File: src/rtl/bus_arbiter_pkg.sv
// -----------------------------------------------------------------------------
// bus_arbiter_pkg
// Shared definitions for the four-master bus arbiter:
//   NUM_MASTERS, OWNER_W : master count and width of an owner index
//   MASTER_0..MASTER_3   : master index constants
//   arb_state_e          : arbiter FSM state encoding (IDLE / GRANT)
//   rr_pick()            : round-robin search helper
// -----------------------------------------------------------------------------
package bus_arbiter_pkg;

    localparam int NUM_MASTERS = 4;
    localparam int OWNER_W     = 2;

    typedef logic [OWNER_W-1:0]     owner_t;
    typedef logic [NUM_MASTERS-1:0] master_vec_t;

    localparam owner_t MASTER_0 = 2'd0;
    localparam owner_t MASTER_1 = 2'd1;
    localparam owner_t MASTER_2 = 2'd2;
    localparam owner_t MASTER_3 = 2'd3;

    typedef enum logic {
        ST_IDLE  = 1'b0,
        ST_GRANT = 1'b1
    } arb_state_e;

    typedef struct packed {
        logic   found;
        owner_t idx;
    } rr_pick_t;

    // Searches active-high requests starting at i_start and wrapping 3->0.
    // The slot just before i_start (the previous owner) is visited last.
    // Walking the offsets from far to near lets the nearest hit overwrite
    // any farther one, so the loop body needs no early exit.
    function automatic rr_pick_t rr_pick(input master_vec_t i_req, input owner_t i_start);
        rr_pick_t w_res;
        owner_t   w_cand;
        w_res.found = 1'b0;
        w_res.idx   = i_start;
        for (int i = NUM_MASTERS - 1; i >= 0; i--) begin
            w_cand = i_start + OWNER_W'(i);
            if (i_req[w_cand]) begin
                w_res.found = 1'b1;
                w_res.idx   = w_cand;
            end
        end
        return w_res;
    endfunction

endpackage : bus_arbiter_pkg

File: src/rtl/global_defs_pkg.sv
// -----------------------------------------------------------------------------
// global_defs_pkg
// Project-wide bus definitions shared by every bus-interface block:
//   ADDR_W / DATA_W     : word-address and data widths of the system bus
//   ENABLE_ / DISABLE_  : levels of active-low strobes (asserted / negated)
//   READ / WRITE        : encoding of the single-bit bus direction signal
// -----------------------------------------------------------------------------
package global_defs_pkg;

    localparam int ADDR_W = 30;
    localparam int DATA_W = 32;

    localparam logic ENABLE_  = 1'b0;
    localparam logic DISABLE_ = 1'b1;

    localparam logic READ  = 1'b1;
    localparam logic WRITE = 1'b0;

endpackage : global_defs_pkg

File: src/rtl/bus_master_mux.sv
// -----------------------------------------------------------------------------
// bus_master_mux
// Combinational steering of the owning master's signals onto the shared bus.
// While nobody owns the bus it is parked: address/data zero, direction READ,
// strobe negated.
// Ports:
//   i_owner      : registered owner index
//   i_busy       : high while a grant is active
//   i_addr[]     : per-master word address
//   i_as_n[]     : per-master address strobe (active-low)
//   i_rw[]       : per-master direction
//   i_wr_data[]  : per-master write data
//   o_addr, o_as_n, o_rw, o_wr_data : shared bus
// -----------------------------------------------------------------------------
module bus_master_mux
    import global_defs_pkg::*;
    import bus_arbiter_pkg::*;
(
    input  owner_t             i_owner,
    input  logic               i_busy,
    input  logic [ADDR_W-1:0]  i_addr    [NUM_MASTERS],
    input  logic               i_as_n    [NUM_MASTERS],
    input  logic               i_rw      [NUM_MASTERS],
    input  logic [DATA_W-1:0]  i_wr_data [NUM_MASTERS],
    output logic [ADDR_W-1:0]  o_addr,
    output logic               o_as_n,
    output logic               o_rw,
    output logic [DATA_W-1:0]  o_wr_data
);

    // NOTE: every output gets a parked default before the conditional
    // override; leaving any path unassigned in always_comb infers a latch.
    always_comb begin
        o_addr    = '0;
        o_as_n    = DISABLE_;
        o_rw      = READ;
        o_wr_data = '0;
        if (i_busy) begin
            o_addr    = i_addr[i_owner];
            o_as_n    = i_as_n[i_owner];
            o_rw      = i_rw[i_owner];
            o_wr_data = i_wr_data[i_owner];
        end
    end

endmodule : bus_master_mux

File: src/rtl/bus_arbiter.sv
// -----------------------------------------------------------------------------
// bus_arbiter
// Four-master round-robin bus arbiter, non-preemptive, one-clock grant
// latency, back-to-back handover between tenures.
// Ports:
//   clk          : system clock, rising edge
//   reset        : asynchronous active-high reset
//   m_req_n      : per-master request, active-low
//   m_grnt_n     : per-master grant, active-low, registered, one-hot-low
//   m_addr[]     : per-master word address
//   m_as_n[]     : per-master address strobe, active-low
//   m_rw[]       : per-master direction (READ/WRITE)
//   m_wr_data[]  : per-master write data
//   bus_addr, bus_as_n, bus_rw, bus_wr_data : shared bus from the owner
//   bus_owner    : index of the granted master (valid while bus_busy)
//   bus_busy     : high while a grant is held
// -----------------------------------------------------------------------------
module bus_arbiter
    import global_defs_pkg::*;
    import bus_arbiter_pkg::*;
(
    input  logic               clk,
    input  logic               reset,
    input  logic [3:0]         m_req_n,
    output logic [3:0]         m_grnt_n,
    input  logic [ADDR_W-1:0]  m_addr    [NUM_MASTERS],
    input  logic               m_as_n    [NUM_MASTERS],
    input  logic               m_rw      [NUM_MASTERS],
    input  logic [DATA_W-1:0]  m_wr_data [NUM_MASTERS],
    output logic [ADDR_W-1:0]  bus_addr,
    output logic               bus_as_n,
    output logic               bus_rw,
    output logic [DATA_W-1:0]  bus_wr_data,
    output logic [1:0]         bus_owner,
    output logic               bus_busy
);

    arb_state_e  r_state;
    owner_t      r_owner;
    owner_t      r_last_owner;
    master_vec_t r_grnt_n;

    arb_state_e  w_state_nxt;
    owner_t      w_owner_nxt;
    owner_t      w_last_owner_nxt;
    master_vec_t w_grnt_n_nxt;

    master_vec_t w_req;
    rr_pick_t    w_pick;

    assign w_req = ~m_req_n;

    // The search always starts one past the most recent owner. In GRANT that
    // is the current owner, so the releasing master lands at the end of the
    // order; in IDLE it is the remembered last owner.
    assign w_pick = rr_pick(w_req, r_last_owner + 1'b1);

    // -------------------------------------------------------------------------
    // State register. Reset leaves last_owner at 3 so the first contended
    // grant goes to master 0.
    // -------------------------------------------------------------------------
    // NOTE: sequential state uses non-blocking assignments so every register
    // samples pre-edge values; blocking here would create order-dependent races.
    always_ff @(posedge clk or posedge reset) begin
        if (reset) begin
            r_state      <= ST_IDLE;
            r_owner      <= MASTER_0;
            r_last_owner <= MASTER_3;
            r_grnt_n     <= '1;
        end else begin
            r_state      <= w_state_nxt;
            r_owner      <= w_owner_nxt;
            r_last_owner <= w_last_owner_nxt;
            r_grnt_n     <= w_grnt_n_nxt;
        end
    end

    // -------------------------------------------------------------------------
    // Next-state logic
    // -------------------------------------------------------------------------
    always_comb begin
        w_state_nxt      = r_state;
        w_owner_nxt      = r_owner;
        w_last_owner_nxt = r_last_owner;
        w_grnt_n_nxt     = r_grnt_n;

        unique case (r_state)
            ST_IDLE: begin
                if (w_pick.found) begin
                    w_state_nxt      = ST_GRANT;
                    w_owner_nxt      = w_pick.idx;
                    w_last_owner_nxt = w_pick.idx;
                    w_grnt_n_nxt     = ~(master_vec_t'(1) << w_pick.idx);
                end
            end

            ST_GRANT: begin
                // No preemption: nothing moves while the owner keeps its
                // request asserted.
                if (!w_req[r_owner]) begin
                    if (w_pick.found) begin
                        w_owner_nxt      = w_pick.idx;
                        w_last_owner_nxt = w_pick.idx;
                        w_grnt_n_nxt     = ~(master_vec_t'(1) << w_pick.idx);
                    end else begin
                        w_state_nxt  = ST_IDLE;
                        w_grnt_n_nxt = '1;
                    end
                end
            end

            default: begin
                w_state_nxt  = ST_IDLE;
                w_grnt_n_nxt = '1;
            end
        endcase
    end

    assign m_grnt_n  = r_grnt_n;
    assign bus_owner = r_owner;
    assign bus_busy  = (r_state == ST_GRANT);

    // Driven from registered state only, so reset parks the bus immediately.
    bus_master_mux u_bus_master_mux (
        .i_owner   (r_owner),
        .i_busy    (bus_busy),
        .i_addr    (m_addr),
        .i_as_n    (m_as_n),
        .i_rw      (m_rw),
        .i_wr_data (m_wr_data),
        .o_addr    (bus_addr),
        .o_as_n    (bus_as_n),
        .o_rw      (bus_rw),
        .o_wr_data (bus_wr_data)
    );

endmodule : bus_arbiter
File: config.mk
export PLATFORM = sky130hd
export DESIGN_NAME = bus_arbiter
export DESIGN_NICKNAME = d
export VERILOG_FILES = /design/src/rtl/bus_arbiter_pkg.sv /design/src/rtl/global_defs_pkg.sv /design/src/rtl/bus_master_mux.sv /design/src/rtl/bus_arbiter.sv
export SDC_FILE = /design/constraint.sdc
export NUM_CORES = 1
export LEC_CHECK = 0
export ABC_AREA = 1
export CAP_MARGIN = 20
export CORE_AREA = 2 2 131 133
export CTS_CLUSTER_DIAMETER = 60
export DETAILED_ROUTE_END_ITERATION = 7
export DIE_AREA = 0 0 133 135
export PLACE_DENSITY = 0.7
export SETUP_SLACK_MARGIN = 0.05
export SYNTH_ARGS = -nofsm -noshare
export SYNTH_HDL_FRONTEND = slang
export SYNTH_HIERARCHICAL = 1
export SYNTH_SLANG_ARGS = --single-unit
File: constraint.sdc
create_clock -name clk -period 1.9 [get_ports clk]
set_input_delay 0.19 -clock clk [delete_from_list [all_inputs] [get_ports clk]]
set_output_delay 0.19 -clock clk [all_outputs]
set_load 0.03 [all_outputs]
==> impl_metrics.json, run 1 <==
{
  "postSynthNetCount": 1111,
  "power_density_nw_per_um2": 1530,
  "status": "complete, no violations",
  "worst_path_max_delay_cell": "sky130_fd_sc_hd__dfrtp_4",
  "cts_made_buffers": 3,
  "path_delay_family": "flip-flops",
  "syn-mean-instance-area_um2": 4.42,
  "multi_input_comb_area_um2": 2310,
  "detailedRoute.firstIterationViolations": 226,
  "die-height_um": 135,
  "timing.final.crit_share": 0.958,
  "first_global_vias": 5326,
  "dpl.cell_count": 1369,
  "post_synth_num_cell_types": 18,
  "fin_skew_ns": 0.00115,
  "effective_utilization_at_floorplan": 0.228,
  "worst_setup_end_kind": "output port",
  "drv.max_cap_violation_count": 0,
  "syn_to_layout_area_delta_pct": 96.1,
  "worst-path-buf-inv": 2,
  "cp_data_arrival_time_ns": 1.63,
  "via_per_inst": 4.24,
  "final_layout_size_suffix_gt1_frac": 0.105,
  "detailedPlace.worstSlack_ns": 0.147,
  "grt.total_usage": 0.179,
  "grt_setup_unrepaired": "yes",
  "timing.final.setup_violations": 0,
  "finalSetupTns_ns": 0,
  "avgRoutedWirePerCell_um": 12.7,
  "buffer_ports.inserted": 332,
  "netlist_instances": 849,
  "max-slew-margin-rel": 0.753,
  "io_pins": 333,
  "ys_seq_elements": 9,
  "critical_path_peak_fanout": 61,
  "layout.cells.non_filler": 1377,
  "grt_pass1_wl_um": 26600,
  "grt_remaining_overflow": 0,
  "number_of_endpoints_with_negative_hold_slack_in_the_final_report": 0,
  "cell_rows": 47,
  "fin_crit_ns": 1.82,
  "max_freq_mhz": 550,
  "antenna_cells": 0,
  "power_leakage_nw": 4.19,
  "nets": 1420,
  "initial_antenna_violation_count": 0,
  "cts-htree-levels": 1,
  "dieWidth_um": 133,
  "final-seq-area_um2": 238,
  "synth-warning-count": 6,
  "nFillCells": 1761,
  "worst_ep_required_time_ns": 1.71,
  "vdd_ir_drop_max_uv": 1150,
  "postRouteWirelength_um": 17600,
  "yosysSeqAreaShare": 0.0621,
  "clock_latency_ns": 0.24,
  "post_route_drc_violation_count": 0,
  "hold_class": "primary input to async pin",
  "worst_slew_pin_slew_ns": 0.369,
  "reg_clk_slew_reported_paths_ns": 0.04,
  "post-route-worst-setup-slack_ns": 0.0803,
  "place_congestion": 0.836,
  "coreArea_um2": 16400,
  "cts_num_sinks": 9,
  "netlist_area_before_placement_um2": 3750,
  "timing.final.max_slew_violations": 0,
  "crit_type": "register to output port",
  "floorplan.die_area_um2": 18000,
  "start_kind": "register",
  "routed-via-count": 5837,
  "critical_path.max_stage_delay_ns": 0.54,
  "first_pass_iters": 6,
  "cts_hold_repair.buffers": 0,
  "maximum_number_of_pins_on_one_net_before_global_route_repair": 65,
  "ant_nets": 0,
  "cts_tree": "done",
  "clk_root_buffer_cell": "sky130_fd_sc_hd__clkbuf_16",
  "cp_cell_sequence": "buf_12 -> nand2_1 -> nand3_1 -> a21oi_1 -> buf_4",
  "place.detailed.hpwl_um": 13600,
  "clk_path_buf_depth": 2,
  "rrSetupSlack_ns": 0.24
}
synthesized netlist by cell type, drive strengths merged:
cell type,n,area share
clkbuf,10,0.010
dfrtp,3,0.020
dfstp,6,0.042
nand2,307,0.32
nor2,15,0.016
a21oi,63,0.084
o21ai,6,0.0080
buf,38,0.052
nand3,138,0.19
inv,263,0.26
layout by cell type (no fill, tap or decap), types with 5 or more instances in the layout:
cell	synthesis	final
sky130_fd_sc_hd__dfstp_2	6	6
sky130_fd_sc_hd__a21oi_1	63	57
sky130_fd_sc_hd__o21ai_0	6	6
sky130_fd_sc_hd__clkdlybuf4s50_1	0	268
sky130_fd_sc_hd__nand3_1	137	137
sky130_fd_sc_hd__a21oi_2	0	6
sky130_fd_sc_hd__clkbuf_16	0	5
sky130_fd_sc_hd__nand2_2	9	9
sky130_fd_sc_hd__nor2_1	13	13
sky130_fd_sc_hd__nand2_1	296	296
sky130_fd_sc_hd__buf_4	0	76
sky130_fd_sc_hd__inv_1	258	257
routing by layer:
layer / wire length [um] / GRT usage
met1: 7110 / 0.216
met2: 8470 / 0.318
met3: 1470 / 0.0372
met4: 504 / 0.0556
met5: 0 / 0
timing repair:
action,in CTS,in global routing
gates cloned,0,2
buffers inserted,0,2
setup endpoints to repair,43,56
resized for setup,3,11
flip-flops by register name (all words and copies together) (netlist names):
register and flops:
m_grnt_n 4, bus_busy 1, bus_owner 2, r_last_owner 2
final timing paths:
path / startpoint / end / cells past startpoint
worst max-delay path: bus_owner[0]$_DFFE_PP0P_ / bus_addr[24] / 5
worst min-delay path: reset / bus_owner[0]$_DFFE_PP0P_ / 2
worst max register to register: r_last_owner[0]$_DFFE_PP1P_ / m_grnt_n[3]$_DFFE_PP1P_ / 12
worst min register to register: m_grnt_n[1]$_DFFE_PP1P_ / m_grnt_n[1]$_DFFE_PP1P_ / 2
max in group asynchronous: reset / r_last_owner[0]$_DFFE_PP1P_ / 2
min in group clk: m_grnt_n[1]$_DFFE_PP1P_ / m_grnt_n[1]$_DFFE_PP1P_ / 2
cells by family (layout without fill, tap and decap cells):
| group | Yosys count | in the layout | synth area share |
|---|---|---|---|
| simple gates | 460 | 460 | 0.519 |
| flops | 9 | 9 | 0.0621 |
| compound gates | 69 | 69 | 0.0921 |
| buf+inv | 311 | 619 | 0.326 |
cell type report:
class                      instances  share of cell area
timing repair buffer             352               0.468
multi-input combinational        529               0.315
inverter                         263               0.137
tap                              220              0.0375
sequential                         9              0.0323
clock buffer                       4              0.0107
per-stage QoR:
step                      total power, mW  utilization  area, um2  hold slack (ns)
after floorplan                      6.93            -       3750           0.0136
after global placement               10.6        0.436       7150            0.478
after detailed placement             10.6        0.436       7150            0.480
after CTS                            11.1        0.441       7230            0.226
after global routing                 12.1        0.448       7350            0.257
final                                11.3        0.448       7350            0.224
report_power, final:
part / leakage (nW) / switching [mW] / internal [mW] / total [mW]
clock network: 0.0382 / 0.100 / 0.281 / 0.382
registers: 0.0947 / 0.132 / 0.343 / 0.474
logic: 4.05 / 6.51 / 3.89 / 10.4
total: 4.19 / 6.75 / 4.52 / 11.3
No activity file was read; power rests on OpenSTA's default activity.
==> run 2: changes to the inputs <==
ABC_CLOCK_PERIOD_IN_PS = 1900   (was default)
==> results of run 2 <==
Same layout as run 1: the final DEF is identical, and so are final timing and power.
==> run 3: changes to the inputs <==
CORE_AREA = 2 2 128 130   (was 2 2 131 133)
DIE_AREA = 0 0 130 132   (was 0 0 133 135)
PLACE_DENSITY = 0.65   (was 0.7)
SYNTH_HIERARCHICAL = default   (was 1)
==> run 3 against run 2 <==
Compared with the run above: synthesized area is 26% lower; die area shrank 4.4%; setup slack lost 0.030 ns; critical endpoint is now bus_addr[26]; utilization up 1.9 points; cell count shrank 18%; flip-flop and latch count is the same; wire length increased by 3.4%; hold slack gained 0.0042 ns; design area fell by 0.17%; clock skew decreased by 0.00051 ns; non-clock buffer count rose by 12.
==> impl_metrics.json, run 3 <==
{
  "status": "complete, no violations",
  "final_area_um2": 7340,
  "yosys.area_share.xor_xnor": 0,
  "power.share.combinational": 0.938,
  "first_global_vias": 4711,
  "avgRoutedWirePerCell_um": 16.0,
  "nets": 1182,
  "detailedRoute.firstIterationViolations": 268,
  "yosys_most_used_dff": "sky130_fd_sc_hd__dfstp_2",
  "floorplan.die_area_um2": 17200,
  "timing.final.crit_share": 0.974,
  "netlist_area_before_placement_um2": 2760,
  "first_pass_iters": 5,
  "drv.max_cap_violation_count": 0,
  "crit_path_launch": "bus_owner[0]$_DFFE_PP0P_",
  "maximum_number_of_pins_on_one_net_before_global_route_repair": 44,
  "synth_edf_count": 0,
  "cts_made_buffers": 3,
  "synth_mux_area_frac": 0,
  "grt.total_usage": 0.182,
  "vdd_ir_drop_max_uv": 866,
  "die-height_um": 132,
  "capture_point_of_the_worst_reg_to_reg_path": "m_grnt_n[1]$_DFFE_PP1P_",
  "netlist_instances": 600,
  "layout_commonest_cell": "sky130_fd_sc_hd__clkdlybuf4s50_1",
  "post_synth_and_or_nand_nor_area_fraction": 0.461,
  "timing.final.setup_violations": 0,
  "routed-via-count": 5177,
  "buffer_ports.inserted": 332,
  "synth_area_leader_cell": "sky130_fd_sc_hd__nor2_1",
  "coreArea_um2": 15700,
  "post_synth_num_cell_types": 19,
  "ant_nets": 0,
  "post-route-worst-setup-slack_ns": 0.0503,
  "max-slew-margin-rel": 0.762,
  "cp_data_arrival_time_ns": 1.66,
  "start_kind": "register",
  "place.detailed.hpwl_um": 12800,
  "timing.final.max_slew_violations": 0,
  "commonest_cells_post_synth": "277 x sky130_fd_sc_hd__nor2_1, 130 x sky130_fd_sc_hd__o21ai_0, 62 x sky130_fd_sc_hd__a21oi_1",
  "via_per_inst": 4.56,
  "cts_num_sinks": 9,
  "cellInternalPower_mw": 6.11,
  "fin_crit_ns": 1.85,
  "dpl_cell_area_um2": 6550,
  "final_layout_size_suffix_gt1_frac": 0.246,
  "grt_remaining_overflow": 0,
  "layout.cells.most_common_list": "266 x sky130_fd_sc_hd__clkdlybuf4s50_1, 236 x sky130_fd_sc_hd__nor2_1, 78 x sky130_fd_sc_hd__o21ai_1, 62 x sky130_fd_sc_hd__a21oi_2, 45 x sky130_fd_sc_hd__o21ai_0",
  "detailedPlace.worstSlack_ns": 0.185,
  "worst_slew_pin_slew_ns": 0.356,
  "synth-warning-count": 0,
  "clk_root_buffer_cell": "sky130_fd_sc_hd__clkbuf_16",
  "cts-htree-levels": 1,
  "cell_rows": 46,
  "postSynth.asyncResetShare": 1.00,
  "critical_path_peak_fanout": 14,
  "postRouteWirelength_um": 18100,
  "place_congestion": 0.852,
  "power_leakage_nw": 2.89,
  "synth-compound-area-share": 0.356,
  "post_route_drc_violation_count": 0,
  "clk_path_buf_depth": 2,
  "pwr-share-clk": 0.028,
  "power_density_nw_per_um2": 1830,
  "power.share.switching": 0.546,
  "synth_top_family_by_area": "simple AND/OR/NAND/NOR gates",
  "synth.area.top_cells": "sky130_fd_sc_hd__nor2_1 38%, sky130_fd_sc_hd__o21ai_0 24%, sky130_fd_sc_hd__a21oi_1 11%",
  "regToRegStartpoint": "r_last_owner[0]$_DFFE_PP1P_",
  "synth_largest_type_area_fraction": 0.377,
  "worst_ep_required_time_ns": 1.71,
  "hold_class": "primary input to async pin",
  "share_seq_of_total_power": 0.035,
  "antenna_cells": 0,
  "number_of_endpoints_with_negative_hold_slack_in_the_final_report": 0,
  "cts_tree": "done",
  "worst-r2r-cell-count": 11,
  "p_switching_mw": 7.34,
  "effective_utilization_at_floorplan": 0.176,
  "syn-mean-instance-area_um2": 4.60,
  "reg_clk_slew_reported_paths_ns": 0.04,
  "yosysSeqAreaShare": 0.0843,
  "dominant_cell_by_count_in_the_synthesized_netlist": "sky130_fd_sc_hd__nor2_1",
  "clock_latency_ns": 0.23,
  "crit_type": "register to output port",
  "fin_skew_ns": 0.000642,
  "dieWidth_um": 130,
  "largest_register_ff_count": 4,
  "worst_setup_end_kind": "output port",
  "rrSetupSlack_ns": 0.20,
  "initial_antenna_violation_count": 0,
  "synthAdderAreaFrac": 0,
  "syn_to_layout_area_delta_pct": 166,
  "io_pins": 333,
  "grt_setup_unrepaired": "yes",
  "ys_seq_elements": 9,
  "postSynthNetCount": 862,
  "max_freq_mhz": 541,
  "grt_pass1_wl_um": 25000
}
[run 3: per-layer routing]
layer,global-route usage,wire length (um),vias up
li1,-,-,2603
met1,0.212,6960,2290
met2,0.337,9070,257
met3,0.0341,1660,27
met4,0.0502,464,0
met5,0,0,-
[run 3: kinds of logic (layout without fill, tap and decap cells)]
family / Yosys count / in the layout
and+or+nand+nor: 333 / 333
AOI/OAI and AO/OA: 195 / 195
DFF: 9 / 9
buffers and inverters: 63 / 382
[run 3: critical path: stages, from the launching register on]
cell	delay [ns]
sky130_fd_sc_hd__dfrtp_4	0.51
sky130_fd_sc_hd__buf_12	0.17
sky130_fd_sc_hd__clkbuf_16	0.21
sky130_fd_sc_hd__nor2_2	0.06
sky130_fd_sc_hd__nor2_1	0.08
sky130_fd_sc_hd__o21ai_1	0.08
sky130_fd_sc_hd__a21oi_2	0.16
sky130_fd_sc_hd__buf_6	0.15
[run 3: final cells by class]
cell class | instances | area (um2)
well taps | 216 | 270
inverters | 14 | 68.8
fillers | 1591 | 8380
repair buffers | 364 | 3980
multi-input cells | 528 | 2710
flip-flops and latches | 9 | 238
clock buffers | 4 | 78.8
[run 3: worst max-delay path by stage]
stage / end / slack [ns] / cells past startpoint
5_1_grt: bus_addr[21] / -0.02 / 7
3_5_place_dp: m_grnt_n[1]$_DFFE_PP1P_ / 0.18 / 11
2_1_floorplan: bus_as_n / -0.009 / 5
6_report: bus_addr[26] / 0.05 / 7
3_3_place_gp: bus_wr_data[31] / 0.19 / 5
4_1_cts: bus_wr_data[26] / -0.008 / 6
[run 3: power by group through the flow]
stage | sequential (mW) | clock [mW] | combinational (mW)
after detailed placement | 0.460 | 0 | 10.7
after floorplan | 0.502 | 0 | 6.57
after global placement | 0.457 | 0 | 10.7
after CTS | 0.456 | 0.378 | 11.6
after global routing | 0.480 | 0.391 | 13.5
final | 0.465 | 0.371 | 12.6
[run 3: through the flow]
step                      hold WS (ns)  utilization  std cells  total power, mW  setup TNS [ns]
after floorplan                 0.0136            -        600             7.07         -0.0186
after global placement           0.476        0.417       1114             11.1               0
after detailed placement         0.482        0.417       1114             11.2               0
after CTS                        0.234        0.440       1125             12.4        -0.00838
after global routing             0.260        0.467       1135             14.3         -0.0624
final                            0.228        0.467       1135             13.5               0
[run 3: repair_timing]
item / in CTS / in global routing
setup buffers: 4 / 4
resized for setup: 85 / 119
setup endpoints to repair: 37 / 69
pin swaps: 10 / 26
hold buffers: 0 / 0
cloned: 3 / 7
